$ cat config.mk
export PLATFORM = sky130hd
export DESIGN_NAME = scroll_ctrl
export DESIGN_NICKNAME = d
export VERILOG_FILES = /design/src/rtl/scroll_pkg.sv /design/src/rtl/tick_prescaler.sv /design/src/rtl/scroll_ctrl.sv
export SDC_FILE = /design/constraint.sdc
export NUM_CORES = 1
export LEC_CHECK = 0
export CAP_MARGIN = 20
export CORE_UTILIZATION = 30
export DETAILED_ROUTE_END_ITERATION = 8
export GPL_TIMING_DRIVEN = 0
export REMOVE_ABC_BUFFERS = 1
export SETUP_SLACK_MARGIN = 0.2
export SYNTH_ARGS = -nofsm -noshare
export SYNTH_HDL_FRONTEND = slang
export SYNTH_SLANG_ARGS = --single-unit
export TNS_END_PERCENT = 10
$ cat constraint.sdc
create_clock -name clock -period 2.8 [get_ports clock]
set_input_delay 0.56 -clock clock [delete_from_list [all_inputs] [get_ports clock]]
set_output_delay 0.56 -clock clock [all_outputs]
set_load 0.01 [all_outputs]
$ cat src/rtl/scroll_pkg.sv
// scroll_pkg: shared types and constants for the scroller controller.
package scroll_pkg;

  typedef enum logic [1:0] {
    IDLE   = 2'd0,
    LOAD   = 2'd1,
    SCROLL = 2'd2,
    PAUSED = 2'd3
  } scroll_state_e;

  localparam int SLOT_IDX_W = 4;
  localparam logic [4:0] BLANK_CODE = 5'h10;
  localparam int SPEED_W = 2;

  // Each speed step halves the shift period.
  function automatic int unsigned scaled_period(input int unsigned div,
                                                input logic [SPEED_W-1:0] speed);
    return div >> speed;
  endfunction

endpackage

$ cat src/rtl/tick_prescaler.sv
// tick_prescaler: counts 0..period-1 and flags the wrap cycle; a shrunken
// period that the count already exceeds fires immediately and wraps.
module tick_prescaler #(
  parameter int CNT_W = 25
) (
  input  logic             clock,
  input  logic             reset,
  input  logic             clear,
  input  logic             hold,
  input  logic [CNT_W-1:0] period,
  output logic             tick
);

  logic [CNT_W-1:0] count;

  assign tick = !clear && !hold && (count >= (period - CNT_W'(1)));

  // Count register: clear beats hold, hold beats wrap.
  always_ff @(posedge clock or posedge reset) begin
    if (reset) begin
      count <= '0;
    end else if (clear) begin
      count <= '0;
    end else if (hold) begin
      count <= count;
    end else if (tick) begin
      count <= '0;
    end else begin
      count <= count + CNT_W'(1);
    end
  end

endmodule

$ cat src/rtl/scroll_ctrl.sv
// scroll_ctrl: loads a SLOTS-digit message into the display ring, then issues timed shift pulses.
// Build option SCROLL_ONESHOT_EN: stop after one full ring revolution and pulse done.
module scroll_ctrl
  import scroll_pkg::*;
#(
  parameter int SLOTS    = 9,
  parameter int RING_LEN = 16,
  parameter int TICK_DIV = 25000000,
  parameter int DATA_W   = 4
) (
  input  logic              clock,
  input  logic              reset,
  input  logic              start,
  input  logic              abort,
  input  logic              digit_valid,
  input  logic [DATA_W-1:0] digit_data,
  output logic              digit_ready,
  input  logic              pause,
  input  logic              dir_in,
  input  logic [1:0]        speed,
  output logic              load_en,
  output logic [3:0]        load_sel,
  output logic [DATA_W-1:0] load_data,
  output logic              shift_en,
  output logic              shift_dir,
  output logic              busy,
  output logic              done
);

  localparam int CNT_W = $clog2(TICK_DIV + 1);
  localparam logic [SLOT_IDX_W-1:0] LAST_SLOT = SLOT_IDX_W'(SLOTS - 1);

  scroll_state_e          state;
  logic [SLOT_IDX_W-1:0]  index;
  logic [CNT_W-1:0]       period;
  logic                   clear;
  logic                   hold;
  logic                   tick;

`ifdef SCROLL_ONESHOT_EN
  localparam int SHIFT_W = $clog2(RING_LEN);
  localparam logic [SHIFT_W-1:0] LAST_SHIFT = SHIFT_W'(RING_LEN - 1);
  logic [SHIFT_W-1:0] shift_count;
  logic               final_shift;
`else
  assign done = 1'b0;
`endif

  // The prescaler only runs in SCROLL; a start in SCROLL/PAUSED restarts it from zero.
  assign period = CNT_W'(scaled_period(TICK_DIV, speed));
  assign clear  = abort | start | (state == IDLE) | (state == LOAD);
  assign hold   = pause | (state == PAUSED);

  tick_prescaler #(.CNT_W(CNT_W)) u_prescaler (
    .clock  (clock),
    .reset  (reset),
    .clear  (clear),
    .hold   (hold),
    .period (period),
    .tick   (tick)
  );

  // Controller FSM with registered strobes; priority abort > start > done > pause > tick.
  always_ff @(posedge clock or posedge reset) begin
    if (reset) begin
      state       <= IDLE;
      index       <= '0;
      digit_ready <= 1'b0;
      load_en     <= 1'b0;
      load_sel    <= 4'd0;
      load_data   <= '0;
      shift_en    <= 1'b0;
      shift_dir   <= 1'b0;
      busy        <= 1'b0;
`ifdef SCROLL_ONESHOT_EN
      done        <= 1'b0;
      shift_count <= '0;
      final_shift <= 1'b0;
`endif
    end else begin
      load_en  <= 1'b0;
      shift_en <= 1'b0;
`ifdef SCROLL_ONESHOT_EN
      done     <= 1'b0;
`endif
      if (abort) begin
        state       <= IDLE;
        digit_ready <= 1'b0;
        busy        <= 1'b0;
      end else begin
        case (state)
          IDLE: begin
            if (start) begin
              state       <= LOAD;
              index       <= '0;
              digit_ready <= 1'b1;
              busy        <= 1'b1;
            end
          end
          LOAD: begin
            if (digit_valid && digit_ready) begin
              load_en   <= 1'b1;
              load_sel  <= index;
              load_data <= digit_data;
              index     <= index + SLOT_IDX_W'(1);
              if (index == LAST_SLOT) begin
                state       <= SCROLL;
                digit_ready <= 1'b0;
`ifdef SCROLL_ONESHOT_EN
                shift_count <= '0;
                final_shift <= 1'b0;
`endif
              end
            end
          end
          SCROLL: begin
            if (start) begin
              state       <= LOAD;
              index       <= '0;
              digit_ready <= 1'b1;
`ifdef SCROLL_ONESHOT_EN
            end else if (final_shift) begin
              state       <= IDLE;
              busy        <= 1'b0;
              done        <= 1'b1;
              final_shift <= 1'b0;
`endif
            end else if (pause) begin
              state <= PAUSED;
            end else if (tick) begin
              shift_en  <= 1'b1;
              shift_dir <= dir_in;
`ifdef SCROLL_ONESHOT_EN
              if (shift_count == LAST_SHIFT) begin
                shift_count <= '0;
                final_shift <= 1'b1;
              end else begin
                shift_count <= shift_count + SHIFT_W'(1);
              end
`endif
            end
          end
          PAUSED: begin
            if (start) begin
              state       <= LOAD;
              index       <= '0;
              digit_ready <= 1'b1;
            end else if (!pause) begin
              state <= SCROLL;
            end
          end
          default: begin
            state       <= IDLE;
            digit_ready <= 1'b0;
            busy        <= 1'b0;
          end
        endcase
      end
    end
  end

endmodule

==> out/qor.yml <==
p_per_area_mw_per_mm2: 365
cts_buffer_depth: 2
clk_pin_slew_ns: 0.08
status: "finished clean"
final_common_cell: "dfrtp_1"
wl_mm: 7.23
n_fill_cell: 856
synth_warnings: 0
avgSynthCellArea_sq_um: 9.18
dieHeight_um: 98.3
ant_nets: 0
worstPathArrival_ns: 2.94
tightestPinTransition_ns: 1.20
synth_ff_type: "dfrtp_1"
fin_nets: 387
fp.dieArea_sq_mm: 0.00966
drv_cap: 0
syn-cell-area_sq_mm: 0.00278
regArea_sq_mm: 0.00110
critPathMaxStageDelay_ns: 0.39
dp_hpwl_mm: 4.59
cts_tree: "yes"
ys_types: 47
fin_cells: 458
hold_viol_final: 0
ir_drop_mv: 0.182
boundaryPins: 27
numPortBuffers: 25
crit_top_cell: "ha_4"
cp-end-kind: "flip-flop"
viasPerCell: 5.40
cts_hold_buf: 0
clock_latency_ns: 0.31
hp-class: "primary input to asynchronous set/reset pin"
grt_pass1_vias: 2390
synthArstFlopShare_pct: 100
final.period_utilization_pct: 97.2
setup_viol: 0
avgRoutedWirePerCell_um: 15.8
rsz0062_at_grt: "true"
fin_worst_skew_ns: 0.00825
fin_ws_ns: 0.0790
antenna_found_initial: 0
syn-instance-count: 303
cts.sinks: 44
syn2layout_area_growth_pct: 32.1
reg2reg_from: "u_prescaler.count[15]$_DFFE_PP0P_"
htree_levels: 2
cts_buffers: 5
synthTopCellsByArea: "dfrtp_1, ha_1, a31oi_1, nand2_1, mux2_2"
place_ws_ns: -1.60
synth_seq_area_share_pct: 39.6
grt_max_degree: 41
dp.cells: 430
synth_edf_count: 0
final_core_util_pct: 41.5
clockRootBuffer: "clkbuf_8"
ys_ff_latch: 44
synth_top_area_share_pct: 39.6
drive_gt1_share_pct: 22.0
leakagePower_uw: 0.00157
max_freq_mhz: 368
multiInputGateArea_sq_mm: 0.00178
start_util_pct: 31.4
min_period_ns: 2.72
antenna_cells: 0
drc_errors: 0
first_pass_iters: 4
drtIter0Drc: 162
die_w_um: 98.3
vias: 2475
slew_headroom_pct: 19.3
grt_remaining_overflow: 0
gp_congestion: 0.778
path_cells: "buf_12 -> inv_6 -> nor2_4 -> inv_2 -> ha_4 -> nand2_4 -> ha_4 -> nand4_1 -> a211oi_2 -> o211ai_1 -> a31oi_2 -> o211ai_4 -> buf_8 -> or3b_4 -> a31oi_4"
num_rows: 34
cp_slowest_cell: "or3b_4"
track_usage_pct: 15.3
startpoint: "speed[1]"
finalPower_uw: 1340
fp.coreArea_sq_mm: 0.00885
startpoint_type: "primary input"
yosys.area.top_type: "dfrtp_1"
drv_slew: 0
path_max_fanout: 6
path_class: "primary input to flip-flop"
worstPathRequired_ns: 3.02
final_cell_mix: "dfrtp_1, nand2_1, a31oi_1, clkdlybuf4s50_1, nor2_1"
grt_pass1_wl_mm: 11.8
==> path summary, 6_finish.rpt <==
kind                                                      to  slack (ns)  cells past startpoint
hold reg to reg                             busy$_DFFE_PP0P_        0.51                      2
setup reg to reg           u_prescaler.count[18]$_DFFE_PP0P_        0.20                     11
hold / removal                      load_data[0]$_DFFE_PP0P_        0.45                      2
setup / recovery           u_prescaler.count[15]$_DFFE_PP0P_        0.08                     15
max in group asynchronous  u_prescaler.count[15]$_DFFE_PP0P_        1.92                      3
min in group clock                          busy$_DFFE_PP0P_        0.51                      2
==> power breakdown <==
| part | internal [uW] | switching, uW | leakage (uW) |
|---|---|---|---|
| clock | 169 | 231 | 0.0000400 |
| combinational | 131 | 117 | 0.000927 |
| sequential | 670 | 22.3 | 0.000607 |
| total | 971 | 370 | 0.00157 |
==> layer usage <==
layer	track usage [%]	share of wire (%)	vias up
met2	24.6	48	57
met1	19.9	45	1202
met3	2.79	4.3	12
met5	0	0	-
li1	-	-	1204
met4	7.46	2.2	0
==> cells in the mapped netlist (8+ instances only) <==
cell type	count
xor2_1	8
a31oi_1	25
ha_1	24
nand2_1	35
nand3_1	17
mux2_2	10
nor2_1	24
inv_1	17
dfrtp_1	44
nand4_1	9
a21oi_1	8
o21ai_0	13
==> area by class of cell <==
type | instances | share of cell area [%]
repair buffers | 48 | 13.6
inverters | 17 | 2.01
clock inverters | 2 | 0.341
multi-input cells | 234 | 48.5
well taps | 108 | 3.68
clock buffers | 5 | 1.87
flip-flops and latches | 44 | 30.0
==> through the flow <==
stage          TNS, ns  hold slack [ns]  cell area, sq um
2_1_floorplan   -11.64            0.474              2730
3_3_place_gp    -52.55            0.481              3120
3_5_place_dp    -35.66            0.495              3190
4_1_cts              0            0.446              3500
5_1_grt              0            0.447              3670
6_report             0            0.446              3670
==> flip-flops by register name, indices dropped and copies added, names as in the netlist, 2 cells and up <==
name,count
index,4
load_data,4
load_sel,4
state,2
u_prescaler.count,25
==> what timing repair did <==
| action | CTS | global route |
|---|---|---|
| pin swaps | 16 | 13 |
| setup endpoints to repair | 27 | 25 |
| buffers inserted | 12 | 6 |
| resized for setup | 39 | 17 |
| gates cloned | 2 | 1 |
==> worst max-delay path: cells and delay by family <==
| family | cells | cell delay, ns |
|---|---|---|
| buffers and inverters | 4 | 0.37 |
| adder cells (fa/ha/maj) | 2 | 0.36 |
| AO/OA/AOI/OAI | 5 | 0.90 |
| AND/OR/NAND/NOR | 4 | 0.75 |
==> kinds of logic (layout without fill, tap and decap cells) <==
group / count (synthesis) / in the layout / share of synthesized area, %
and+or+nand+nor: 118 / 118 / 22.1
DFF: 44 / 44 / 39.6
xor gates and xnor gates: 9 / 9 / 2.84
AOI/OAI and AO/OA: 67 / 69 / 16.1
muxes: 10 / 10 / 4.05
other: 2 / 4 / 0.270
buffers and inverters: 29 / 72 / 4.32
adders and majority gates: 24 / 24 / 10.8
(Power assumes the default switching activity.)
